$ cat config.mk
export PLATFORM = sky130hd
export DESIGN_NAME = hack_alu_pipe_flat
export DESIGN_NICKNAME = d
export VERILOG_FILES = /design/src/rtl/hack_alu_pkg.sv /design/src/rtl/hack_alu_pipe_if.sv /design/src/rtl/hack_alu_core.sv /design/src/rtl/hack_alu_pipe.sv /design/src/flat_wrapper.sv
export SDC_FILE = /design/constraint.sdc
export NUM_CORES = 1
export LEC_CHECK = 0
export ABC_AREA = 0
export CAP_MARGIN = 40
export CELL_PAD_IN_SITES_DETAIL_PLACEMENT = 0
export CELL_PAD_IN_SITES_GLOBAL_PLACEMENT = 1
export CORE_ASPECT_RATIO = 0.9
export CORE_MARGIN = 2
export CORE_UTILIZATION = 34
export CTS_CLUSTER_SIZE = 28
export DETAILED_ROUTE_END_ITERATION = 12
export DONT_BUFFER_PORTS = 1
export PLACE_DENSITY = 0.65
export SYNTH_ARGS = -nofsm -noshare
export SYNTH_HDL_FRONTEND = slang
export SYNTH_SLANG_ARGS = --single-unit
$ cat constraint.sdc
create_clock -name clock -period 3.75 [get_ports clock]
set_clock_uncertainty 0.15 [all_clocks]
set_input_delay 1.125 -clock clock [delete_from_list [all_inputs] [get_ports clock]]
set_output_delay 1.125 -clock clock [all_outputs]
set_load 0.01 [all_outputs]
$ cat src/rtl/hack_alu_pkg.sv
// Shared definitions for the pipelined Hack ALU: control bit layout and
// the named Hack comp encodings used by decode and by test code.
package hack_alu_pkg;

  localparam int CTRL_ZX = 5;
  localparam int CTRL_NX = 4;
  localparam int CTRL_ZY = 3;
  localparam int CTRL_NY = 2;
  localparam int CTRL_F  = 1;
  localparam int CTRL_NO = 0;

  typedef struct packed {
    logic zx;
    logic nx;
    logic zy;
    logic ny;
    logic f;
    logic no;
  } ctrl_t;

  localparam logic [5:0] ALU_ZERO      = 6'b101010;
  localparam logic [5:0] ALU_ONE       = 6'b111111;
  localparam logic [5:0] ALU_X         = 6'b001100;
  localparam logic [5:0] ALU_X_PLUS_Y  = 6'b000010;
  localparam logic [5:0] ALU_X_MINUS_Y = 6'b010011;
  localparam logic [5:0] ALU_X_AND_Y   = 6'b000000;

  function automatic ctrl_t decode_ctrl(input logic [5:0] c);
    ctrl_t d;
    d.zx = c[CTRL_ZX];
    d.nx = c[CTRL_NX];
    d.zy = c[CTRL_ZY];
    d.ny = c[CTRL_NY];
    d.f  = c[CTRL_F];
    d.no = c[CTRL_NO];
    return d;
  endfunction

endpackage

$ cat src/rtl/hack_alu_pipe_if.sv
// Operand-side and result-side handshake bundle of the pipelined Hack ALU.
// master = producer/consumer environment, slave = the ALU itself.
interface hack_alu_pipe_if #(parameter int WIDTH = 16);

  logic                    in_valid;
  logic                    in_ready;
  logic signed [WIDTH-1:0] x;
  logic signed [WIDTH-1:0] y;
  logic        [5:0]       ctrl;
  logic                    out_valid;
  logic                    out_ready;
  logic signed [WIDTH-1:0] out;
  logic                    zr;
  logic                    ng;
  logic                    cy;
  logic                    ov;

  modport master (
    output in_valid, x, y, ctrl, out_ready,
    input  in_ready, out_valid, out, zr, ng, cy, ov
  );

  modport slave (
    input  in_valid, x, y, ctrl, out_ready,
    output in_ready, out_valid, out, zr, ng, cy, ov
  );

endinterface

$ cat src/rtl/hack_alu_core.sv
// Combinational Hack ALU back half: add/and of already-preset operands,
// optional output inversion, and zero/negative/carry/overflow flags.
module hack_alu_core
  import hack_alu_pkg::*;
#(
  parameter int WIDTH = 16
) (
  input  logic signed [WIDTH-1:0] x,
  input  logic signed [WIDTH-1:0] y,
  input  logic                    f,
  input  logic                    no,
  output logic signed [WIDTH-1:0] out,
  output logic                    zr,
  output logic                    ng,
  output logic                    cy,
  output logic                    ov
);

  logic [WIDTH:0]   sum;
  logic [WIDTH-1:0] r;

  // Two's-complement overflow: like-signed operands giving an opposite-signed sum.
  function automatic logic signed_ovf(input logic sa, input logic sb, input logic ss);
    return (sa == sb) && (ss != sa);
  endfunction

  always_comb begin
    sum = {1'b0, x} + {1'b0, y};
    r   = f ? sum[WIDTH-1:0] : (x & y);
    out = no ? ~r : r;
    zr  = (out == '0);
    ng  = out[WIDTH-1];
    // Carry and overflow describe the adder itself, so they ignore 'no'.
    cy  = f & sum[WIDTH];
    ov  = f & signed_ovf(x[WIDTH-1], y[WIDTH-1], sum[WIDTH-1]);
  end

endmodule

$ cat src/rtl/hack_alu_pipe.sv
// Two-stage valid/ready pipelined Hack ALU: stage 1 presets operands,
// stage 2 registers the core result and flags; counts delivered results.
module hack_alu_pipe
  import hack_alu_pkg::*;
#(
  parameter int WIDTH = 16,
  parameter int CNT_W = 16
) (
  input  logic             clock,
  input  logic             reset_n,
  input  logic             flush,
  hack_alu_pipe_if.slave   bus,
  output logic [CNT_W-1:0] op_count
);

  ctrl_t                   c_in;
  logic                    load_p1;
  logic                    load_p2;
  logic                    in_ready;
  logic                    accept;
  logic signed [WIDTH-1:0] x_pre;
  logic signed [WIDTH-1:0] y_pre;

  logic                    vld_p1;
  logic signed [WIDTH-1:0] x_p1;
  logic signed [WIDTH-1:0] y_p1;
  logic                    f_p1;
  logic                    no_p1;

  logic signed [WIDTH-1:0] out_c;
  logic                    zr_c, ng_c, cy_c, ov_c;

  logic                    vld_p2;
  logic signed [WIDTH-1:0] out_p2;
  logic                    zr_p2, ng_p2, cy_p2, ov_p2;

  assign c_in    = decode_ctrl(bus.ctrl);
  assign load_p2 = !vld_p2 || bus.out_ready;
  assign load_p1 = !vld_p1 || load_p2;
  assign in_ready = reset_n && load_p1 && !flush;
  assign accept  = bus.in_valid && in_ready;

  always_comb begin
    x_pre = c_in.zx ? '0 : bus.x;
    if (c_in.nx) x_pre = ~x_pre;
    y_pre = c_in.zy ? '0 : bus.y;
    if (c_in.ny) y_pre = ~y_pre;
  end

  // ---- stage 1: preset operands and f/no ----
  always_ff @(posedge clock) begin
    if (accept) begin
      x_p1  <= x_pre;
      y_p1  <= y_pre;
      f_p1  <= c_in.f;
      no_p1 <= c_in.no;
    end
  end

  hack_alu_core #(.WIDTH(WIDTH)) u_core (
    .x   (x_p1),
    .y   (y_p1),
    .f   (f_p1),
    .no  (no_p1),
    .out (out_c),
    .zr  (zr_c),
    .ng  (ng_c),
    .cy  (cy_c),
    .ov  (ov_c)
  );

  // ---- stage 2: registered result and flags ----
  always_ff @(posedge clock or negedge reset_n) begin
    if (!reset_n) begin
      out_p2 <= '0;
      zr_p2  <= 1'b0;
      ng_p2  <= 1'b0;
      cy_p2  <= 1'b0;
      ov_p2  <= 1'b0;
    end else if (load_p2 && vld_p1) begin
      out_p2 <= out_c;
      zr_p2  <= zr_c;
      ng_p2  <= ng_c;
      cy_p2  <= cy_c;
      ov_p2  <= ov_c;
    end
  end

  // A transfer coinciding with flush still counts: the consumer took it.
  always_ff @(posedge clock or negedge reset_n) begin
    if (!reset_n) begin
      vld_p1   <= 1'b0;
      vld_p2   <= 1'b0;
      op_count <= '0;
    end else begin
      if (flush) begin
        vld_p1 <= 1'b0;
        vld_p2 <= 1'b0;
      end else begin
        if (load_p1) vld_p1 <= accept;
        if (load_p2) vld_p2 <= vld_p1;
      end
      if (vld_p2 && bus.out_ready) op_count <= op_count + CNT_W'(1);
    end
  end

  assign bus.in_ready  = in_ready;
  assign bus.out_valid = vld_p2;
  assign bus.out       = out_p2;
  assign bus.zr        = zr_p2;
  assign bus.ng        = ng_p2;
  assign bus.cy        = cy_p2;
  assign bus.ov        = ov_p2;

endmodule

$ cat src/flat_wrapper.sv
// flat-port wrapper written by rule: the top's interface ports become plain ports
module hack_alu_pipe_flat import hack_alu_pkg::*;
#(
  parameter int WIDTH = 16,
  parameter int CNT_W = 16
)
  (clock, reset_n, flush, op_count, bus_in_valid, bus_x, bus_y, bus_ctrl, bus_out_ready, bus_in_ready, bus_out_valid, bus_out, bus_zr, bus_ng, bus_cy, bus_ov);
  hack_alu_pipe_if #(.WIDTH(WIDTH)) bus_i ();
  input  logic clock;
  input  logic reset_n;
  input  logic flush;
  output logic [CNT_W-1:0] op_count;
  input wire logic [$bits(bus_i.in_valid)-1:0] bus_in_valid;
  input wire logic [$bits(bus_i.x)-1:0] bus_x;
  input wire logic [$bits(bus_i.y)-1:0] bus_y;
  input wire logic [$bits(bus_i.ctrl)-1:0] bus_ctrl;
  input wire logic [$bits(bus_i.out_ready)-1:0] bus_out_ready;
  output wire logic [$bits(bus_i.in_ready)-1:0] bus_in_ready;
  output wire logic [$bits(bus_i.out_valid)-1:0] bus_out_valid;
  output wire logic [$bits(bus_i.out)-1:0] bus_out;
  output wire logic [$bits(bus_i.zr)-1:0] bus_zr;
  output wire logic [$bits(bus_i.ng)-1:0] bus_ng;
  output wire logic [$bits(bus_i.cy)-1:0] bus_cy;
  output wire logic [$bits(bus_i.ov)-1:0] bus_ov;
  assign bus_i.in_valid = bus_in_valid;
  assign bus_i.x = bus_x;
  assign bus_i.y = bus_y;
  assign bus_i.ctrl = bus_ctrl;
  assign bus_i.out_ready = bus_out_ready;
  assign bus_in_ready = bus_i.in_ready;
  assign bus_out_valid = bus_i.out_valid;
  assign bus_out = bus_i.out;
  assign bus_zr = bus_i.zr;
  assign bus_ng = bus_i.ng;
  assign bus_cy = bus_i.cy;
  assign bus_ov = bus_i.ov;
  hack_alu_pipe #(.WIDTH(WIDTH), .CNT_W(CNT_W)) u_core (.clock(clock), .reset_n(reset_n), .flush(flush), .bus(bus_i), .op_count(op_count));
endmodule
* Word-level counts from Yosys, hierarchy flattened *
Index checks and enable logic that the tools add are counted.

word-level totals
  flip-flop bits (word level) = 72
  output and inout port bits = 38

cells by class
  $add $sub $neg = 2
  bitwise operators = 6
  reductions and logical operators = 14
  multiplexer cells = 10
  eq/ne operators = 2

operator list
  kind                                                             count
  16-bit two-way mux                                               6
  16-bit NOT                                                       3
  16-bit by 16-bit adder with 17-bit output                        1
  16-bit by 1-bit adder with 16-bit output, second input constant  1
  16-bit bitwise AND                                               1
  16-bit zero test                                                 1
  1-bit logical AND                                                6
  1-bit two-way mux                                                4
  2-bit nonzero test                                               2
  1-bit zero test                                                  3
  1-bit bitwise AND                                                2
  1-bit logical OR                                                 2
  1-bit == test                                                    1
  1-bit != test                                                    1

* Longest topological paths before layout *
  depth after elaboration = 8
  mapped depth = 10
  depth with buffers taken out = 10

* Cells and area by module *
From an unflattened synthesis, not the netlist that was laid out.

second synthesis, totals
  cell total of the unflattened synthesis = 407
  area total of the unflattened synthesis = 4464.3 sq um

modules (own cells, without submodules)
  module         area each (sq um)  instances  cells an instance
  hack_alu_pipe  3091.7             1          215
  hack_alu_core  1372.6             1          192

* Worst setup path after synthesis *
Ideal clock, no wire load.

  kind = flip-flop to flip-flop
  start = reg u_core.x_p1[0]
  end = reg u_core.zr_p2, in the netlist u_core.bus.zr
  setup slack = 768 ps
  arrival = 2705 ps
  cell stages (with the launch flop) = 11
  required time = 3474 ps
  cells stage by stage = edfxtp_1 -> ha_1 -> fa_1 -> a21o_1 -> a2111o_1 -> and3_4 -> o21a_1 -> o31a_1 -> mux2_1 -> nand4b_1 -> o31ai_1

between the ends
  longest elaborated chain between the ends = 5
  elaborated cells on any way between the ends = 6
  those cells by class = add/sub (1); mux (2); bitwise (2); reduce/logical (1)

RTL lines
  what                                                                                    RTL line                                  source
  start: declaration                                                                      hack_alu_pipe.sv:25                       logic signed [WIDTH-1:0] x_p1;
  start signal: assignment                                                                hack_alu_pipe.sv:53                       x_p1 <= x_pre;
  16-bit by 16-bit adder with 17-bit output / 16-bit bitwise AND (equally long branches)  hack_alu_core.sv:28, hack_alu_core.sv:29
  16-bit two-way mux *                                                                    hack_alu_core.sv:29                       r = f ? sum[WIDTH-1:0] : (x & y);
  16-bit NOT                                                                              hack_alu_core.sv:30                       out = no ? ~r : r;
  16-bit two-way mux *                                                                    hack_alu_core.sv:30
  16-bit zero test *                                                                      hack_alu_core.sv:31                       zr = (out == '0);
  end signal: assignment                                                                  hack_alu_pipe.sv:82                       zr_p2 <= zr_c;
  end: declaration                                                                        hack_alu_pipe.sv:35                       logic zr_p2, ng_p2, cy_p2, ov_p2;

Every way passes the cells marked *; elsewhere a longest branch is shown, timed or not.
A chain may end at the register's enable or synchronous reset.

* Final worst setup path *
Same ends and word-level chain as after synthesis.

==> summary.md <==
| Metric | Value |
|---|---|
| Final setup vio count | `0` |
| CP required | `around 3.8 ns` |
| RSZ-0062 raised after global routing | `no` |
| CTS tree | `yes` |
| Finished Layout Cells | `between 500 and 600` |
| Mapped Area | `4429 um^2` |
| Setup repair bufs after CTS | `0` |
| Worst-skew pair later-pin latency | `approximately 0.33 ns` |
| Routability cong. | `0.8276` |
| Total CTS buffers | `9` |
| N_diodes | `0` |
| Vias/cell | `5.010` |
| Number of I/O port buffers | `0` |
| Largest net degree at the start of global routing | `39` |
| Iteration-0 DRC Markers | `around 180` |
| Synth async-reset ratio | `0.5211` |
| 1st-pass router iterations | `4` |
| # rows | `39` |
| Setup tns final | `0 ns` |
| Crit end category | `flip-flop` |
| Starting Density | `0.3491` |
| Resize count post-CTS | `0` |
| Critical Path Start Type | `flip-flop` |
| EDFF count, synth | `34` |
| Final ANT Viol Nets | `0` |
| Flops & latches, synth | `71` |
| Most frequent cells in the layout | `xnor2_1 (53), nand2_1 (42), dfrtp_1 (37)` |
| Worst-margin pin slew | `approximately 0.78 ns` |
| Die X-Extent | `approximately 120 um` |
| DP HPWL | `a little over 7000 um` |
| Critical path arrival | `between 3 and 4 ns` |
| DRC | `0` |
| Hold crit path type | `in -> async` |
| Final #Nets | `slightly below 500` |
| Crit-path cells | `ha_1 > fa_1 > a21o_1 > a2111oi_0 > xnor2_1 > mux2_2 > mux2i_1 > a211oi_1 > nand4b_1 > o31ai_1` |
| Layout cells sized above 1 | `0.09491` |
| Max Clk Rate | `roughly 0.32 GHz` |
| GRT overflow | `0` |
| Max-Cap Viols | `0` |
| Top_reg_cell synth | `dfrtp_1` |
| Syn_nets | `489` |
| Synth top area cells | `edfxtp_1 (23%), dfrtp_1 (21%), xnor2_1 (10%)` |
| Area delta synth->final | `11.89%` |
| Kind of critical path | `reg -> reg` |
| Root buf cell | `clkbuf_16` |
| Final hold vios | `0` |
| Core area | `~13000 um^2` |
| Tot GR Track Use | `0.1321` |
| Outcome | `complete, no violations` |
| Synthesized instance count | `between 400 and 500` |
| Pwr dens | `473.5 nW/um^2` |
| Worst path max stage delay | `about 0.47 ns` |
| Slowest cell on crit path | `a2111oi_0` |
| Post-Place Cells | `a little under 600` |
| Max-slew violations | `0` |
| Vias in the first global route | `about 2800` |
| Crit-path max FO | `6` |
| Fillcell total | `1257` |
| Most common cell after layout, fill and taps aside | `xnor2_1` |
| Vias | `between 2000 and 3000` |
| Synthesis Warnings | `0` |
| Avg Cell Area, Syn | `10.35 um^2` |
| Die Span Y | `112.3 um` |
| Initial antenna violation count | `0` |
| First-pass GRT wire length | `between 10000 and 15000 um` |
| Library cells used by synthesis | `67` |
| Rel. slew slack | `0.4812` |
| H-tree levels | `3` |
| WL per Instance | `~15 um` |
| Die ar. | `13960 um^2` |
| Period utilisation layout | `0.8451` |
| Register area share after synthesis | `0.4395` |
| Reg clk slew, reported paths | `0.06 ns` |
| Static Leakage | `between 1.5 and 2 nW` |
| Final hold slack | `approximately 0.33 ns` |
| Crit path time final | `3.169 ns` |
| Maximum vdd drop | `around 0.00034 V` |
| WL final | `between 8000 and 9000 um` |
| CTS sink count | `slightly above 70` |
| CTS Buffer Depth | `2` |
| Hold_buf cts | `0` |
| Yosys top cell area share | `0.2305` |
| IO Count | `81` |
| Leading area contributor after synthesis | `edfxtp_1` |
-- state kept, by name, indices dropped and copies added (netlist names) --
register and count:
u_core.op_count 16, u_core.x_p1 16, u_core.y_p1 16, u_core.bus.out 15, u_core.bus.cy 1, u_core.bus.ng 1
u_core.bus.out_valid 1, u_core.bus.ov 1, u_core.bus.zr 1, u_core.f_p1 1, u_core.no_p1 1, u_core.vld_p1 1
-- logic make-up after synthesis --
| kind of cell | after synthesis | share of synthesized area |
|---|---|---|
| AO/OA/AOI/OAI | 78 | 0.1336 |
| XOR/XNOR | 67 | 0.1325 |
| adder cells (fa/ha/maj) | 18 | 0.05254 |
| buffers and inverters | 26 | 0.02373 |
| flip-flops | 71 | 0.4395 |
| multiplexers | 11 | 0.02740 |
| AND/OR/NAND/NOR | 157 | 0.1907 |
-- worst paths after layout --
path / start / end / slack (ns) / cells past startpoint
max reg2reg: u_core.x_p1[0] / u_core.bus.zr / 0.58 / 10
min in group clock: u_core.vld_p1 / u_core.bus.out_valid / 0.38 / 2
max: u_core.x_p1[0] / u_core.bus.zr / 0.58 / 10
min reg2reg: u_core.vld_p1 / u_core.bus.out_valid / 0.38 / 2
min: reset_n / u_core.op_count[5] / 0.33 / 0
max in group asynchronous: reset_n / u_core.bus.cy / 3.03 / 0
-- report_power, final --
group | switching, mW | internal, mW
Clock | 0.326 | 0.646
Sequential | 0.101 | 0.907
Combinational | 0.192 | 0.175
Total | 0.619 | 1.73
-- Yosys cell counts, drive strengths merged, types with 6 or more instances --
cell and count:
a21oi 14, and3 6, buf 9, clkbuf 10, dfrtp 37, edfxtp 34
ha 17, inv 7, mux2 6, nand2 42, nand2b 36, nand3 9
nor2 22, nor3 8, o21a 6, o21ai 21, xnor2 53, xor2 14
-- stage by stage --
| step | util | setup slack, ns | area [um^2] | total power, mW |
|---|---|---|---|---|
| CTS | 0.3906 | 0.5290 | 4956 | 2.376 |
| finish | 0.3906 | 0.5809 | 4956 | 2.347 |
| global route | 0.3906 | 0.3801 | 4956 | 2.472 |
| floorplan | - | 0.7684 | 4429 | 1.315 |
| detailed placement | 0.3632 | 0.5535 | 4608 | 1.396 |
| global placement | 0.3632 | 0.5813 | 4608 | 1.388 |
-- cell type report --
type                       count  area [um^2]  area share
sequential                    71         1947      0.3928
multi-input combinational    331         2377      0.4797
clock inverter                 5        83.83     0.01691
timing repair buffer           7        52.55     0.01060
tap                          164        205.2     0.04140
clock buffer                  11        264.0     0.05327
inverter                       7        26.28    0.005302
-- critical path, delay by kind of cell, from the launching register on --
kind / cells / cell delay [ns]
xor gates and xnor gates: 1 / 0.11
adders and majority gates: 2 / 0.71
and+or+nand+nor: 1 / 0.14
AOI/OAI and AO/OA: 4 / 1.17
DFF: 1 / 0.37
muxes: 2 / 0.43
-- layer usage --
layer	GRT usage	share of wire
met2	0.1789	0.39
met3	0.04957	0.086
met1	0.1953	0.51
met5	0	0
met4	0.03820	0.013
Note: power is estimated with default switching activity, not from simulation.
